**src/rtl/seq_div_hs.sv**
```systemverilog
// Sequential restoring divider with valid/ready handshakes on operands and result.
// Define SEQ_DIV_SIGNED_EN to honour sgn (two's-complement operands); otherwise all unsigned.
module seq_div_hs #(
  parameter int WIDTH  = 24,
  parameter int QWIDTH = 8
) (
  input  logic              clk,
  input  logic              nrst,
  input  logic              in_valid,
  output logic              in_ready,
  input  logic              sgn,
  input  logic [WIDTH-1:0]  dividend,
  input  logic [WIDTH-1:0]  divisor,
  output logic              out_valid,
  input  logic              out_ready,
  output logic [QWIDTH-1:0] quo,
  output logic [WIDTH-1:0]  rem,
  output logic              dbz,
  output logic              ovf
);
  localparam int CW = $clog2(WIDTH + 1);
  localparam logic [WIDTH:0] ULIM = {{WIDTH{1'b0}}, 1'b1} << QWIDTH;

  typedef enum logic [1:0] {IDLE, CALC, FIX, DONE} state_t;
  state_t state, state_nxt;

  logic [WIDTH-1:0]  acc_q, rmd_q, dvs_q;
  logic [CW-1:0]     cnt_q;
  logic              zero_q, negq_q, negr_q;
  logic              accept, neg_a, neg_b, ovf_c;
  logic [WIDTH-1:0]  mag_a, mag_b;
  logic [WIDTH:0]    trial;

`ifdef SEQ_DIV_SIGNED_EN
  localparam logic [WIDTH:0] SLIM = {{WIDTH{1'b0}}, 1'b1} << (QWIDTH - 1);
  logic sgn_q;
  assign neg_a = sgn & dividend[WIDTH-1];
  assign neg_b = sgn & divisor[WIDTH-1];
  // Negative results may reach -2^(QWIDTH-1); positive ones stop one short.
  assign ovf_c = !sgn_q ? ({1'b0, acc_q} >= ULIM) :
                 negq_q ? ({1'b0, acc_q} > SLIM) : ({1'b0, acc_q} >= SLIM);
`else
  logic unused_sgn;
  assign unused_sgn = sgn;
  assign neg_a = 1'b0;
  assign neg_b = 1'b0;
  assign ovf_c = ({1'b0, acc_q} >= ULIM);
`endif

  assign mag_a = neg_a ? -dividend : dividend;
  assign mag_b = neg_b ? -divisor  : divisor;
  assign trial = {rmd_q, acc_q[WIDTH-1]} - {1'b0, dvs_q};

  always_ff @(posedge clk or negedge nrst) begin
    if (!nrst) state <= IDLE;
    else       state <= state_nxt;
  end

  always_comb begin
    state_nxt = state;
    in_ready  = 1'b0;
    out_valid = 1'b0;
    accept    = 1'b0;
    case (state)
      IDLE: begin
        in_ready = 1'b1;
        accept   = in_valid;
        if (in_valid) state_nxt = (divisor == '0) ? FIX : CALC;
      end
      CALC: if (cnt_q == CW'(1)) state_nxt = FIX;
      FIX:  state_nxt = DONE;
      DONE: begin
        out_valid = 1'b1;
        if (out_ready) state_nxt = IDLE;
      end
      default: state_nxt = IDLE;
    endcase
  end

  always_ff @(posedge clk or negedge nrst) begin
    if (!nrst) begin
      acc_q  <= '0;
      rmd_q  <= '0;
      dvs_q  <= '0;
      cnt_q  <= '0;
      zero_q <= 1'b0;
      negq_q <= 1'b0;
      negr_q <= 1'b0;
      quo    <= '0;
      rem    <= '0;
      dbz    <= 1'b0;
      ovf    <= 1'b0;
`ifdef SEQ_DIV_SIGNED_EN
      sgn_q  <= 1'b0;
`endif
    end else begin
      case (state)
        IDLE: if (accept) begin
          zero_q <= (divisor == '0);
          // Divide-by-zero keeps the raw dividend so it can be returned as rem.
          acc_q  <= (divisor == '0) ? dividend : mag_a;
          dvs_q  <= mag_b;
          rmd_q  <= '0;
          cnt_q  <= CW'(WIDTH);
          negq_q <= neg_a ^ neg_b;
          negr_q <= neg_a;
`ifdef SEQ_DIV_SIGNED_EN
          sgn_q  <= sgn;
`endif
        end
        CALC: begin
          cnt_q <= cnt_q - CW'(1);
          if (!trial[WIDTH]) begin
            rmd_q <= trial[WIDTH-1:0];
            acc_q <= {acc_q[WIDTH-2:0], 1'b1};
          end else begin
            rmd_q <= {rmd_q[WIDTH-2:0], acc_q[WIDTH-1]};
            acc_q <= {acc_q[WIDTH-2:0], 1'b0};
          end
        end
        FIX: begin
          if (zero_q) begin
            quo <= '1;
            rem <= acc_q;
            dbz <= 1'b1;
            ovf <= 1'b0;
          end else begin
            quo <= negq_q ? -acc_q[QWIDTH-1:0] : acc_q[QWIDTH-1:0];
            rem <= negr_q ? -rmd_q : rmd_q;
            dbz <= 1'b0;
            ovf <= ovf_c;
          end
        end
        default: ;
      endcase
    end
  end
endmodule

```
**config.mk**
```make
export PLATFORM = sky130hd
export DESIGN_NAME = seq_div_hs
export DESIGN_NICKNAME = d
export VERILOG_FILES = /design/src/rtl/seq_div_hs.sv
export SDC_FILE = /design/constraint.sdc
export NUM_CORES = 1
export LEC_CHECK = 0
export ABC_AREA = 1
export BUFFER_PORTS_ARGS = -buffer_cell sky130_fd_sc_hd__buf_2
export CAP_MARGIN = 0
export CORE_MARGIN = 1
export CORE_UTILIZATION = 30
export CTS_BUF_LIST = sky130_fd_sc_hd__clkbuf_8
export DETAILED_ROUTE_END_ITERATION = 6
export HOLD_SLACK_MARGIN = 0.08
export PLACE_DENSITY_LB_ADDON = 0.1
export SETUP_SLACK_MARGIN = 0.1
export SLEW_MARGIN = 10
export SYNTH_ARGS = -nofsm -noshare
export SYNTH_HDL_FRONTEND = slang
export SYNTH_SLANG_ARGS = --single-unit
```
**constraint.sdc**
```tcl
create_clock -name clk -period 5.2 [get_ports clk]
set_input_delay 1.04 -clock clk [delete_from_list [all_inputs] [get_ports clk]]
set_output_delay 1.04 -clock clk [all_outputs]
set_load 0.01 [all_outputs]
```
# Yosys cells after proc, flatten, opt, wreduce, memory -nomap -nowiden
# Index checks and enable logic that the tools add are counted.
totals:
  ff_bits: 114
  input_bits: 53
  output_inout_bits: 36
  wordCells: 47
classes:
  n_addsub: 2
  magnitude_cmp: 1
  n_eq_ne: 8
  muxes: 20
  n_reduce_logical: 6
op_table:
  columns: ["operator", "count"]
  rows:
  - ["2-to-1 mux 24 bit", 4]
  - ["one-hot mux 24 bit (2 select lines)", 2]
  - ["subtractor 25 x 24 -> 25 bit", 1]
  - [">= comparator 24 x 9 -> 1 bit (second input constant)", 1]
  - ["zero test 24 bit", 1]
  - ["one-hot mux 5 bit (2 select lines)", 1]
  - ["2-to-1 mux 2 bit", 4]
  - ["2-to-1 mux 8 bit", 1]
  - ["inequality test 2 bit (second input constant)", 4]
  - ["one-hot mux 2 bit (4 select lines)", 1]
  - ["2-to-1 mux 1 bit", 6]
  - ["equality test 5 x 1 -> 1 bit (second input constant)", 1]
  - ["2-to-1 mux 5 bit", 1]
  - ["subtractor 5 x 1 -> 5 bit (second input constant)", 1]
  - ["equality test 2 bit (second input constant)", 2]
  - ["AND reduction 2 bit", 2]
  - ["AND reduction 3 bit", 1]
  - ["equality test 2 x 1 -> 1 bit (second input constant)", 1]
  - ["zero test 2 bit", 1]
  - ["nonzero test 2 bit", 1]

# Depth between registers and ports, before layout
# Gate-level depths: netlist of run 1.
logic_depth:
  ltp_word: 4
  ltp_mapped: 16
  depth_no_buf: 16

# Worst setup path after synthesis of run 1
# OpenSTA, ideal clock, no wires.
synth_path:
  path_type: "reg2reg"
  from: "register acc_q[23]"
  to: "register rmd_q[16]"
  setup_time_ns: 0.117
  arrival_ns: 1.997
  t_required_ns: 5.083
  setup_slack_ns: 3.085
  path_stages_with_launch: 17
  path_buffers: 1
  period_less_slack_ns: 2.115
  cell_sequence: "dfrtp_1 inv_1 ha_1 fa_1 inv_1 nand2_1 nand2_1 nand3_1 nand2_2 nand2_2 nand3_2 nand2_4 nand2_8 buf_12 nand2_2 nand3_1 nand2_1"
synth_between:
  elab_chain_len: 3
synth_rtl:
  columns: ["item", "line", "rtl"]
  rows:
  - ["start, declared", "27", "logic [WIDTH-1:0] acc_q, rmd_q, dvs_q;"]
  - ["start signal, assigned", "101", "acc_q <= (divisor == '0) ? dividend : mag_a;"]
  - ["start signal, assigned", "115", "acc_q <= {acc_q[WIDTH-2:0], 1'b1};"]
  - ["start signal, assigned", "118", "acc_q <= {acc_q[WIDTH-2:0], 1'b0};"]
  - ["subtractor 25 x 24 -> 25 bit", "52", "assign trial = {rmd_q, acc_q[WIDTH-1]} - {1'b0, dvs_q};"]
  - ["2-to-1 mux 24 bit", "113", "if (!trial[WIDTH]) begin"]
  - ["one-hot mux 24 bit (2 select lines)", "97", "case (state)"]
  - ["end signal, assigned", "114", "rmd_q <= trial[WIDTH-1:0];"]
  - ["end signal, assigned", "117", "rmd_q <= {rmd_q[WIDTH-2:0], acc_q[WIDTH-1]};"]
  - ["end, declared", "27", null]
# No other way between the ends.
# A chain may end at the register's enable or synchronous reset.

# Worst setup path after layout of run 1
layout_path:
  from: "register state[1]"
  to: "register acc_q[0]"
layout_between:
  elab_chain_len: 4
  elab_cells_between_ends: 7
  cone_classes: "eq/ne: 2; mux: 2; reduce/logical: 3"
layout_rtl:
  columns: ["item", "line", "rtl"]
  rows:
  - ["start, declared", "25", "state_t state, state_nxt;"]
  - ["start signal, assigned", "56", "else state <= state_nxt;"]
  - ["zero test 2 bit", "64, 97", null]
  - ["2-to-1 mux 1 bit", "64", "case (state)"]
  - ["inequality test 2 bit (no source line)", null, null]
  - ["AND reduction 2 bit (no source line)", null, null]
# Parallel ways exist; a longest one is shown, timed or not.

==> results of run 1 <==
## synth_stat cells, types with 3 or more instances
library cell  instances
a21oi_1              19
clkbuf_1             22
dfrtp_1             114
ha_1                 30
inv_1               191
nand2_1             321
nand2_2              17
nand3_1              40
nand3_2               8
nand3b_1              3
nand4_1              16
nor2_1               47
nor2_2                5
nor3_1                3
nor4_1                3
o211ai_1             24
o21ai_0              61
o21ai_2               3
o221ai_1             24
xnor2_1               8
xor2_1                4
## routing by layer
metal,track usage,up-vias,wire (µm)
met5,0,-,0
met4,0.0439,0,204
met3,0.0305,17,663
met2,0.274,104,8730
met1,0.251,2920,10800
li1,-,3268,-
## cell type report
| cell class | instances | area [µm²] | area share |
|---|---|---|---|
| multi-input cells | 651 | 3430 | 0.414 |
| flip-flops and latches | 114 | 2850 | 0.344 |
| inverters | 193 | 724 | 0.0873 |
| repair buffers | 92 | 475 | 0.0573 |
| well taps | 319 | 399 | 0.0481 |
| clock buffers | 17 | 234 | 0.0282 |
| clock inverters | 15 | 183 | 0.0220 |
## state kept, by name (all words and copies together), names as in the netlist, 2 cells and up
register	count
acc_q	24
cnt_q	5
dvs_q	24
quo	8
rem	24
rmd_q	24
state	2
## kinds of logic (layout without fill, tap and decap cells)
family	Yosys count	after routing
adder cells (fa/ha/maj)	31	31
AND/OR/NAND/NOR	472	472
flip-flops	114	114
AO/OA/AOI/OAI	136	136
buffers and inverters	222	317
XOR/XNOR	12	12
## critical path, delay by kind of cell, from the launching register on
family / cells / cell delay [ns]
adders and majority gates: 1 / 0.80
AOI/OAI and AO/OA: 3 / 0.79
buffers and inverters: 3 / 0.80
DFF: 1 / 0.40
## worst max path at each step
stage / slack (ns) / end / cells past startpoint / startpoint
after floorplan: 3.09 / rmd_q[16] / 16 / acc_q[23]
after detailed placement: 2.28 / acc_q[0] / 7 / state[1]
after global placement: 2.32 / acc_q[0] / 7 / state[1]
after CTS: 2.28 / acc_q[0] / 7 / state[1]
final: 2.32 / acc_q[0] / 7 / state[1]
after global routing: 2.02 / acc_q[0] / 7 / state[1]
## power by group
group	leakage (nW)	internal (mW)	switching, mW
Clock	0.204	0.478	0.439
Combinational	2.80	1.23	2.49
Sequential	1.43	1.29	0.233
## per-stage QoR
step | hold slack, ns | utilization | setup slack [ns]
2_1_floorplan | 0.451 | - | 3.09
3_3_place_gp | 0.460 | 0.337 | 2.32
3_5_place_dp | 0.454 | 0.337 | 2.28
4_1_cts | 0.475 | 0.355 | 2.28
5_1_grt | 0.496 | 0.355 | 2.02
6_report | 0.472 | 0.355 | 2.32
==> summary.md, run 1 <==
| Metric | Value |
|---|---|
| Ant diodes | 0 |
| Leak | 4.44 nW |
| Final setup viols | 0 |
| Final Cycle Share | 0.554 |
| Post-Syn Instances | 987 |
| Layout cell share with drive strength beyond 1 | 0.155 |
| Post-CTS setup buffers | 0 |
| Die area | 24500 µm² |
| Critical path's slowest cell | ha_2 |
| Post-synthesis adder-cell area fraction | 0.0552 |
| WL/cell | 14.5 µm |
| #FFs+latches synth | 114 |
| CP max FO | 50 |
| Synth Area in Compound Gates | 0.120 |
| Post-CTS sizing | 0 |
| Syn_nets | 1071 |
| Fillers | 2586 |
| Yosys top cell by area | dfrtp_1 |
| Post-synth top flop | dfrtp_1 |
| Final wirelength | 20.4 mm |
| CTS root buf | clkbuf_8 |
| Most common cell after layout, fill and taps aside | nand2_1 |
| CP Capture Type | flip-flop |
| Fmax | 347 MHz |
| Layout area overhead | 16.0% |
| Router iterations before antenna repair | 6 |
| Crit start category | flip-flop |
| R2R setup slack | 2.32 ns |
| Chip height | 156 µm |
| Crit-path cells | inv_1 > ha_2 > inv_1 > o21ai_4 > buf_4 > o21ai_0 > o22ai_2 |
| Row count | 56 |
| Post-synthesis mux area share | 0 |
| CTS clk-pin slew, worst paths | 0.08 ns |
| Worst EP required | 5.57 ns |
| EDFF count, synth | 0 |
| Hold buffers post-CTS | 0 |
| Global Route Usage Sum | 0.176 |
| Via/cell ratio | 4.50 |
| CTS tree | yes |
| Cell Count Post-Placement | 1369 |
| Synth async-reset ratio | 1.00 |
| RSZ-0062 raised after global routing | no |
| Area share of the largest cell type after synthesis | 0.399 |
| Die W | 156 µm |
| Drc violations | 0 |
| Avg Cell Area, Syn | 7.25 µm² |
| DP HPWL | 15.5 mm |
| Most frequent cells in the layout | 321 x nand2_1, 192 x inv_1, 114 x dfrtp_1 |
| Post-route cell area | 8300 µm² |
| Status | completed |
| Worst-margin pin slew | 0.958 ns |
| CTS H-Tree Depth | 4 |
| I/O Pins | 89 |
| TritonCTS buffer count | 17 |
| Antenna viol nets, final | 0 |
| WHS Path Cells | 2 |
| Placed instance area | 7890 µm² |
| HP Class | flip-flop to flip-flop |
| Vias in the first global route | 6028 |
| Post-synth cell types | 38 |
| Final Critical Period | 2.88 ns |
| Clk Latency, worst-skew pair | 0.45 ns |
| Hold Vio Cnt, Final | 0 |
| Cell Count, Final, Fillers Out | 1401 |
| Worst r2r src | state[1] |
| Post-Syn Area | 7160 µm² |
| Total power divided by cell area | 741 nW/µm² |
| Antenna violations before repair | 0 |
| Final Power | 6.15 mW |
| Total global routing overflow | 0 |
| Relative slew slack | 0.360 |
| Worst vdd ir | 0.221 mV |
| Number of max-cap violations | 0 |
| Initial core utilization | 0.306 |
| Core area | 23400 µm² |
| First-pass GRT wire length | 33.0 mm |
| Largest family of logic cells by synthesized area | simple AND/OR/NAND/NOR gates |
| Total number of yosys warnings | 0 |
| Min-Delay Startpoint | dbz |
| Synth Area in XOR/XNOR | 0.0147 |
| Post-synthesis sequential area ratio | 0.399 |
| Number of nets in the layout | 1153 |
| Critical path's most frequent cell | inv_1 |
| Synth Area in Simple Gates | 0.288 |
| RR Endpoint | acc_q[0] |
| DR iter-0 viols | 370 |
| Crit Path Class | flip-flop to flip-flop |
| Vias | 6309 |
| Arr. time, crit path | 3.25 ns |
| Final Slew Violations | 0 |
| Hold Crit Endpoint | dbz |
| IO buf count | 87 |
| # clock sinks | 114 |
| CTS Buffer Depth | 2 |
| Largest net degree at the start of global routing | 51 |
| Clock Skews | 0.0161 ns |
| CP max stage delay | 0.80 ns |
| Reg2reg path depth | 7 |
| Setup tns final | 0 ns |
| Top post-synthesis cells by area | dfrtp_1 40%, nand2_1 17%, inv_1 10%, ha_1 5.2%, o21ai_0 4.3% |
| Final Wtd Congestion | 0.818 |
Note: power is estimated with default switching activity, not from simulation.
==> run 2, diff against run 1 <==
clock period = 3 ns   (was 5.2 ns; I/O delays follow)
==> run 2 against run 1 <==
  * First-iteration DRC count shrank 6.2%
  * Cell count grew 0.29%
  * Power grew 75%
  * Sequential share of layout area shrank 0.27 points
  * Clock skew shrank 0.0023 ns
  * Count of clock-buffer cells in the layout is the same
  * Critical endpoint is now rmd_q[8]
  * Highest routed layer unchanged
==> summary.md, run 2 (synthesis results as in run 1) <==
| Metric | Value |
|---|---|
| Setup tns final | 0 ns (unchanged) |
| Final setup viols | 0 (unchanged) |
| Worst vdd ir | 0.475 mV (was 0.221 mV) |
| CTS clk-pin slew, worst paths | 0.08 ns (about the same) |
| CP top delay family | simple AND/OR/NAND/NOR gates (was buffers and inverters) |
| DP HPWL | 15.7 mm (was 15.5 mm) |
| Area of the multi-input gates | 3430 µm² (unchanged) |
| Largest net degree at the start of global routing | 50 (was 51) |
| Hold_ws | 0.154 ns (was 0.472 ns) |
| Cell Count, Final, Fillers Out | 1405 (was 1401) |
| Global Route Usage Sum | 0.180 (was 0.176) |
| Total global routing overflow | 0 (unchanged) |
| Worst-margin pin slew | 0.877 ns (was 0.958 ns) |
| HP Class | input port to async pin (was flip-flop to flip-flop) |
| Fillers | 2574 (was 2586) |
| Via/cell ratio | 4.48 (was 4.50) |
| Antenna violations before repair | 0 (unchanged) |
| Post-CTS setup buffers | 0 (unchanged) |
| Drc violations | 0 (unchanged) |
| Layout cell share with drive strength beyond 1 | 0.158 (was 0.155) |
| Clock Skews | 0.0137 ns (was 0.0161 ns) |
| Router iterations before antenna repair | 5 (was 6) |
| Relative slew slack | 0.413 (was 0.360) |
| Post-CTS sizing | 0 (unchanged) |
| Vias in the first global route | 6332 (was 6028) |
| Reg2reg path depth | 15 (was 7) |
| Die area | 24500 µm² (unchanged) |
| Core area | 23400 µm² (unchanged) |
| First-pass GRT wire length | 34.1 mm (was 33.0 mm) |
| CTS H-Tree Depth | 4 (unchanged) |
| RR Endpoint | rmd_q[8] (was acc_q[0]) |
| Most common cell after layout, fill and taps aside | nand2_1 (unchanged) |
| Fmax | 408 MHz (was 347 MHz) |
| Final Wtd Congestion | 0.832 (was 0.818) |
| Layout area overhead | 16.9% (was 16.0%) |
| I/O Pins | 89 (unchanged) |
| Critical path's slowest cell | fa_1 (was ha_2) |
| CTS tree | yes (unchanged) |
| CTS root buf | clkbuf_8 (unchanged) |
| CP bufs+invs | 2 (was 3) |
| Final Cycle Share | 0.817 (was 0.554) |
| Status | completed (unchanged) |
| Initial core utilization | 0.306 (unchanged) |
| Total power divided by cell area | 1290 nW/µm² (was 741 nW/µm²) |
| Antenna viol nets, final | 0 (unchanged) |
| Clk Latency, worst-skew pair | 0.45 ns (about the same) |
| Leak | 4.48 nW (was 4.44 nW) |
| IO buf count | 87 (unchanged) |
| CP max stage delay | 0.42 ns (was 0.80 ns) |
| Placement Setup Slack | 0.512 ns (was 2.28 ns) |
| TritonCTS buffer count | 17 (unchanged) |
| Number of max-cap violations | 0 (unchanged) |
| Worst r2r src | acc_q[23] (was state[1]) |
| Most frequent cells in the layout | 321 x nand2_1, 192 x inv_1, 114 x dfrtp_1 (unchanged) |
| # clock sinks | 114 (unchanged) |
| Final WS setup | 0.548 ns (was 2.32 ns) |
| Final wirelength | 20.4 mm (about the same) |
| Final Critical Period | 2.45 ns (was 2.88 ns) |
| Number of nets in the layout | 1157 (was 1153) |
| Worst EP required | 3.34 ns (was 5.57 ns) |
| Reg area | 2850 µm² (unchanged) |
| RSZ-0062 raised after global routing | no (unchanged) |
| Row count | 56 (unchanged) |
| Critical path's most frequent cell | nand2_1 (was inv_1) |
| Chip height | 156 µm (unchanged) |
| Ant diodes | 0 (unchanged) |
| R2R setup slack | 0.55 ns (was 2.32 ns) |
| Crit Path Class | flip-flop to flip-flop (unchanged) |
| DR iter-0 viols | 347 (was 370) |
| Hold Vio Cnt, Final | 0 (unchanged) |
| Final Slew Violations | 0 (unchanged) |
| Vias | 6294 (was 6309) |
| Die W | 156 µm (unchanged) |
| Hold buffers post-CTS | 0 (unchanged) |
| Crit start category | flip-flop (unchanged) |
| CP Capture Type | flip-flop (unchanged) |
| Cell Count Post-Placement | 1373 (was 1369) |
| CTS Buffer Depth | 2 (unchanged) |
| CP max FO | 24 (was 50) |
| Arr. time, crit path | 2.80 ns (was 3.25 ns) |
| WL/cell | 14.5 µm (about the same) |
| Crit-path cells | inv_1 > ha_1 > fa_1 > inv_1 > nand2_1 > nand2_1 > nand3_1 > nand2_2 > nand2_2 > nand3_2 > nand2_2 > nand2_4 > nand2_1 > nand3_2 > nand2_1 (was inv_1 > ha_2 > inv_1 > o21ai_4 > buf_4 > o21ai_0 > o22ai_2) |
-- run 2: cell count changes in the layout (fill, tap and decap cells not counted), sizes merged --
cell / before / now
clkinv: 5 / 4
bufinv: 3 / 4
inv: 197 / 198
clkinvlp: 3 / 2
buf: 92 / 96
-- run 2: area by class of cell --
type / count / area share
timing repair buffer: 96 / 0.0619
clock buffer: 17 / 0.0280
inverter: 193 / 0.0866
tap: 319 / 0.0477
multi-input combinational: 651 / 0.410
clock inverter: 15 / 0.0245
sequential: 114 / 0.341
-- run 2: worst max path at each step --
stage,endpoint,cells after the start,start
floorplan,rmd_q[16],16,acc_q[23]
CTS,rmd_q[10],14,dvs_q[0]
finish,rmd_q[8],15,acc_q[23]
detailed placement,rmd_q[8],14,dvs_q[0]
global placement,rmd_q[13],14,dvs_q[0]
global route,rmd_q[19],14,acc_q[23]
-- run 2: stage by stage --
stage | util | power [mW] | instance area [µm²]
finish | 0.358 | 10.8 | 8370
global route | 0.358 | 12.0 | 8370
CTS | 0.358 | 10.9 | 8370
detailed placement | 0.339 | 9.24 | 7930
global placement | 0.339 | 9.20 | 7930
floorplan | - | 7.54 | 7160
-- run 2: power by group --
group | internal [mW] | switching (mW)
Combinational | 2.15 | 4.34
Sequential | 2.23 | 0.410
Clock | 0.914 | 0.731
Total | 5.30 | 5.48
-- run 2: metal layers --
layer | share of wire | global-route usage | vias to the layer above
li1 | - | - | 3280
met1 | 0.52 | 0.256 | 2905
met2 | 0.44 | 0.282 | 97
met3 | 0.033 | 0.0335 | 12
met4 | 0.0069 | 0.0401 | 0
met5 | 0 | 0 | -
==> run 3, diff against run 2 <==
ABC_AREA = 0   (was 1)
clock period = 2.5 ns   (was 3 ns; I/O delays follow)
==> run 3 against run 2 <==
  * Power increased by 4.1%
  * The run now ends with setup timing left
  * Final area shrank 2.4%
  * Highest routed layer unchanged
  * Cell count shrank 24%
  * Worst setup slack worse by 0.92 ns
  * Critical endpoint is now rmd_q[15]
  * Synthesized cell count decreased by 36%
==> summary.md, run 3 <==
| Metric | Value |
|---|---|
| Top post-synthesis cells by area | dfrtp_1 46%, mux2i_1 11%, ha_1 6.0%, mux2_2 4.7%, nand2_1 4.1% (was dfrtp_1 40%, nand2_1 17%, inv_1 10%, ha_1 5.2%, o21ai_0 4.3%) |
| Yosys top cell by area | dfrtp_1 (unchanged) |
| Reg2reg path depth | 11 (was 15) |
| Cell Count Post-Placement | 1037 (was 1373) |
| Final Slew Violations | 0 (unchanged) |
| Initial core utilization | 0.308 (was 0.306) |
| CP max FO | 7 (was 24) |
| Number of nets in the layout | 875 (was 1157) |
| Failing checks | setup timing |
| # clock sinks | 114 (unchanged) |
| Placement Setup Slack | -0.532 ns (was 0.512 ns) |
| Final wirelength | 17.2 mm (was 20.4 mm) |
| Post-Syn Instances | 628 (was 987) |
| Reg area | 2850 µm² (unchanged) |
| CTS clk-pin slew, worst paths | 0.07 ns (was 0.08 ns) |
| Largest family of logic cells by synthesized area | multiplexers (was simple AND/OR/NAND/NOR gates) |
| Total global routing overflow | 0 (unchanged) |
| Clk Latency, worst-skew pair | 0.43 ns (was 0.45 ns) |
| RSZ-0062 raised after global routing | yes (was no) |
| CTS Buffer Depth | 2 (unchanged) |
| Global Route Usage Sum | 0.171 (was 0.180) |
| Layout area overhead | 30.7% (was 16.9%) |
| Avg Cell Area, Syn | 9.95 µm² (was 7.25 µm²) |
| Hold Vio Cnt, Final | 0 (unchanged) |
| Vias in the first global route | 5240 (was 6332) |
| Fillers | 2061 (was 2574) |
| Ant diodes | 0 (unchanged) |
| CTS tree | yes (unchanged) |
| Most frequent cells in the layout | 114 x dfrtp_1, 86 x buf_2, 80 x buf_4 (was 321 x nand2_1, 192 x inv_1, 114 x dfrtp_1) |
| Crit start category | flip-flop (unchanged) |
| Antenna violations before repair | 0 (unchanged) |
| Worst vdd ir | 0.349 mV (was 0.475 mV) |
| Relative slew slack | 0.571 (was 0.413) |
| Post-synth cell types | 46 (was 38) |
| Most common cell in the netlist | dfrtp_1 (was nand2_1) |
| Clock Skews | 0.0104 ns (was 0.0137 ns) |
| Final Critical Period | 2.87 ns (was 2.45 ns) |
| Setup tns final | -8.31 ns (was 0 ns) |
| Worst EP required | 2.80 ns (was 3.34 ns) |
| Area share of the largest cell type after synthesis | 0.457 (was 0.399) |
| Arr. time, crit path | 3.16 ns (was 2.80 ns) |
| Final core area utilization | 0.402 (was 0.358) |
| Worst-margin pin slew | 0.644 ns (was 0.877 ns) |
| Hold_ws | 0.138 ns (was 0.154 ns) |
| Drc violations | 0 (unchanged) |
| First-pass GRT wire length | 28.3 mm (was 34.1 mm) |
| DR iter-0 viols | 218 (was 347) |
| Final WS setup | -0.367 ns (was 0.548 ns) |
| Post-synthesis mux area share | 0.161 (was 0) |
| CP Capture Type | flip-flop (unchanged) |
| Leak | 3.78 nW (was 4.48 nW) |
| Area of the multi-input gates | 3300 µm² (was 3430 µm²) |
| DP HPWL | 12.8 mm (was 15.7 mm) |
| WL/cell | 16.1 µm (was 14.5 µm) |
| I/O Pins | 89 (unchanged) |
| HP Class | input port to async pin (unchanged) |
| Vias | 5092 (was 6294) |
| CP max stage delay | 0.41 ns (was 0.42 ns) |
| Total number of yosys warnings | 0 (unchanged) |
| Post-synthesis sequential area ratio | 0.457 (was 0.399) |
| Post-synthesis adder-cell area fraction | 0.0633 (was 0.0552) |
| Largest net degree at the start of global routing | 115 (was 50) |
| Row count | 52 (was 56) |
| CTS H-Tree Depth | 4 (unchanged) |
| Most common cell after layout, fill and taps aside | dfrtp_1 (was nand2_1) |
| Top post-synthesis cells by count | 114 x dfrtp_1, 70 x mux2i_1, 68 x nand2_1 (was 321 x nand2_1, 191 x inv_1, 114 x dfrtp_1) |
| Synth Area in Compound Gates | 0.140 (was 0.120) |
| IO buf count | 87 (unchanged) |
| Layout cell share with drive strength beyond 1 | 0.314 (was 0.158) |
| Crit-path cells | ha_4 > a21o_1 > a21o_1 > a31oi_1 > o21ai_2 > a211o_1 > a311oi_4 > xnor2_4 > buf_4 > mux2i_1 > o21ai_1 (was inv_1 > ha_1 > fa_1 > inv_1 > nand2_1 > nand2_1 > nand3_1 > nand2_2 > nand2_2 > nand3_2 > nand2_2 > nand2_4 > nand2_1 > nand3_2 > nand2_1) |
| Final setup viols | 25 (was 0) |
| Synth Area in Simple Gates | 0.105 (was 0.288) |
| Syn_nets | 712 (was 1071) |
| Die W | 146 µm (was 156 µm) |
| Critical path's slowest cell | dfrtp_1 (was fa_1) |
| Synth async-reset ratio | 1.00 (unchanged) |
| Cell Count, Final, Fillers Out | 1073 (was 1405) |
| Via/cell ratio | 4.75 (was 4.48) |
| Core area | 20300 µm² (was 23400 µm²) |
| #FFs+latches synth | 114 (unchanged) |
| Final Wtd Congestion | 0.812 (was 0.832) |
| EDFF count, synth | 0 (unchanged) |
| Critical path's most frequent cell | a21o_1 (was nand2_1) |
| Chip height | 146 µm (was 156 µm) |
| Post-synth top flop | dfrtp_1 (unchanged) |
| Total power divided by cell area | 1370 nW/µm² (was 1290 nW/µm²) |
| CTS root buf | clkbuf_8 (unchanged) |
| Synth Area in XOR/XNOR | 0.0334 (was 0.0147) |
| Antenna viol nets, final | 0 (unchanged) |
| Number of max-cap violations | 0 (unchanged) |
| Router iterations before antenna repair | 4 (was 5) |
| Hold buffers post-CTS | 0 (unchanged) |
| TritonCTS buffer count | 17 (unchanged) |
| Post-Syn Area | 6250 µm² (was 7160 µm²) |
| Crit Path Class | flip-flop to flip-flop (unchanged) |
| Fmax | 349 MHz (was 408 MHz) |
| Final Cycle Share | 1.15 (was 0.817) |
| Status | finished, violations left (was completed) |
| Die area | 21400 µm² (was 24500 µm²) |
run 3: worst paths after layout:
path / end / startpoint / slack, ns
max: rmd_q[15] / rmd_q[8] / -0.37
min: quo[3] / nrst / 0.14
max reg2reg: rmd_q[15] / rmd_q[8] / -0.37
max in group asynchronous: rmd_q[16] / nrst / 1.87
min reg2reg: quo[3] / quo[3] / 0.49
min in group clk: dvs_q[16] / divisor[16] / 0.31
run 3: logic make-up after synthesis:
group | Yosys count
compound gates | 152
buf+inv | 65
xor+xnor | 23
mux | 97
flops | 114
simple gates | 146
fa+ha+maj | 31
run 3: repair_timing:
| item | in CTS | in global routing |
|---|---|---|
| pin swaps | 8 | 1 |
| setup endpoints to repair | 25 | 25 |
| setup buffers | 4 | 1 |
| gates resized for setup | 10 | 8 |
run 3: layer usage:
| layer | vias to the layer above | routed length (µm) | global-route usage |
|---|---|---|---|
| li1 | 2541 | - | - |
| met3 | 11 | 609 | 0.0363 |
| met2 | 88 | 7710 | 0.263 |
| met5 | - | 0 | 0 |
| met1 | 2452 | 8770 | 0.243 |
| met4 | 0 | 142 | 0.0443 |
run 3: metrics by stage:
step / instance area, µm² / power (mW)
2_1_floorplan: 6290 / 7.00
3_3_place_gp: 7630 / 9.18
3_5_place_dp: 7630 / 9.30
4_1_cts: 8120 / 11.3
5_1_grt: 8170 / 12.2
6_report: 8170 / 11.2
run 3: worst max-delay path: cells and delay by family (launching register included):
kind | cells | cell delay (ns)
adders and majority gates | 1 | 0.25
DFF | 1 | 0.41
buffers and inverters | 1 | 0.23
xor gates and xnor gates | 1 | 0.23
muxes | 1 | 0.20
AOI/OAI and AO/OA | 7 | 1.42
run 3: cell type report:
class                      count  share of cell area
multi-input combinational    449               0.404
tap                          270              0.0414
clock inverter                13              0.0179
timing repair buffer         173               0.140
sequential                   114               0.349
clock buffer                  18              0.0303
inverter                      36              0.0165
run 3: where the power goes:
group          total (mW)  leakage, nW  internal, mW  switching [mW]
registers            3.30         1.40          2.68           0.622
clock network        1.76        0.200         0.988           0.771
logic                6.16         2.18          2.98            3.18
total                11.2         3.78          6.65            4.57
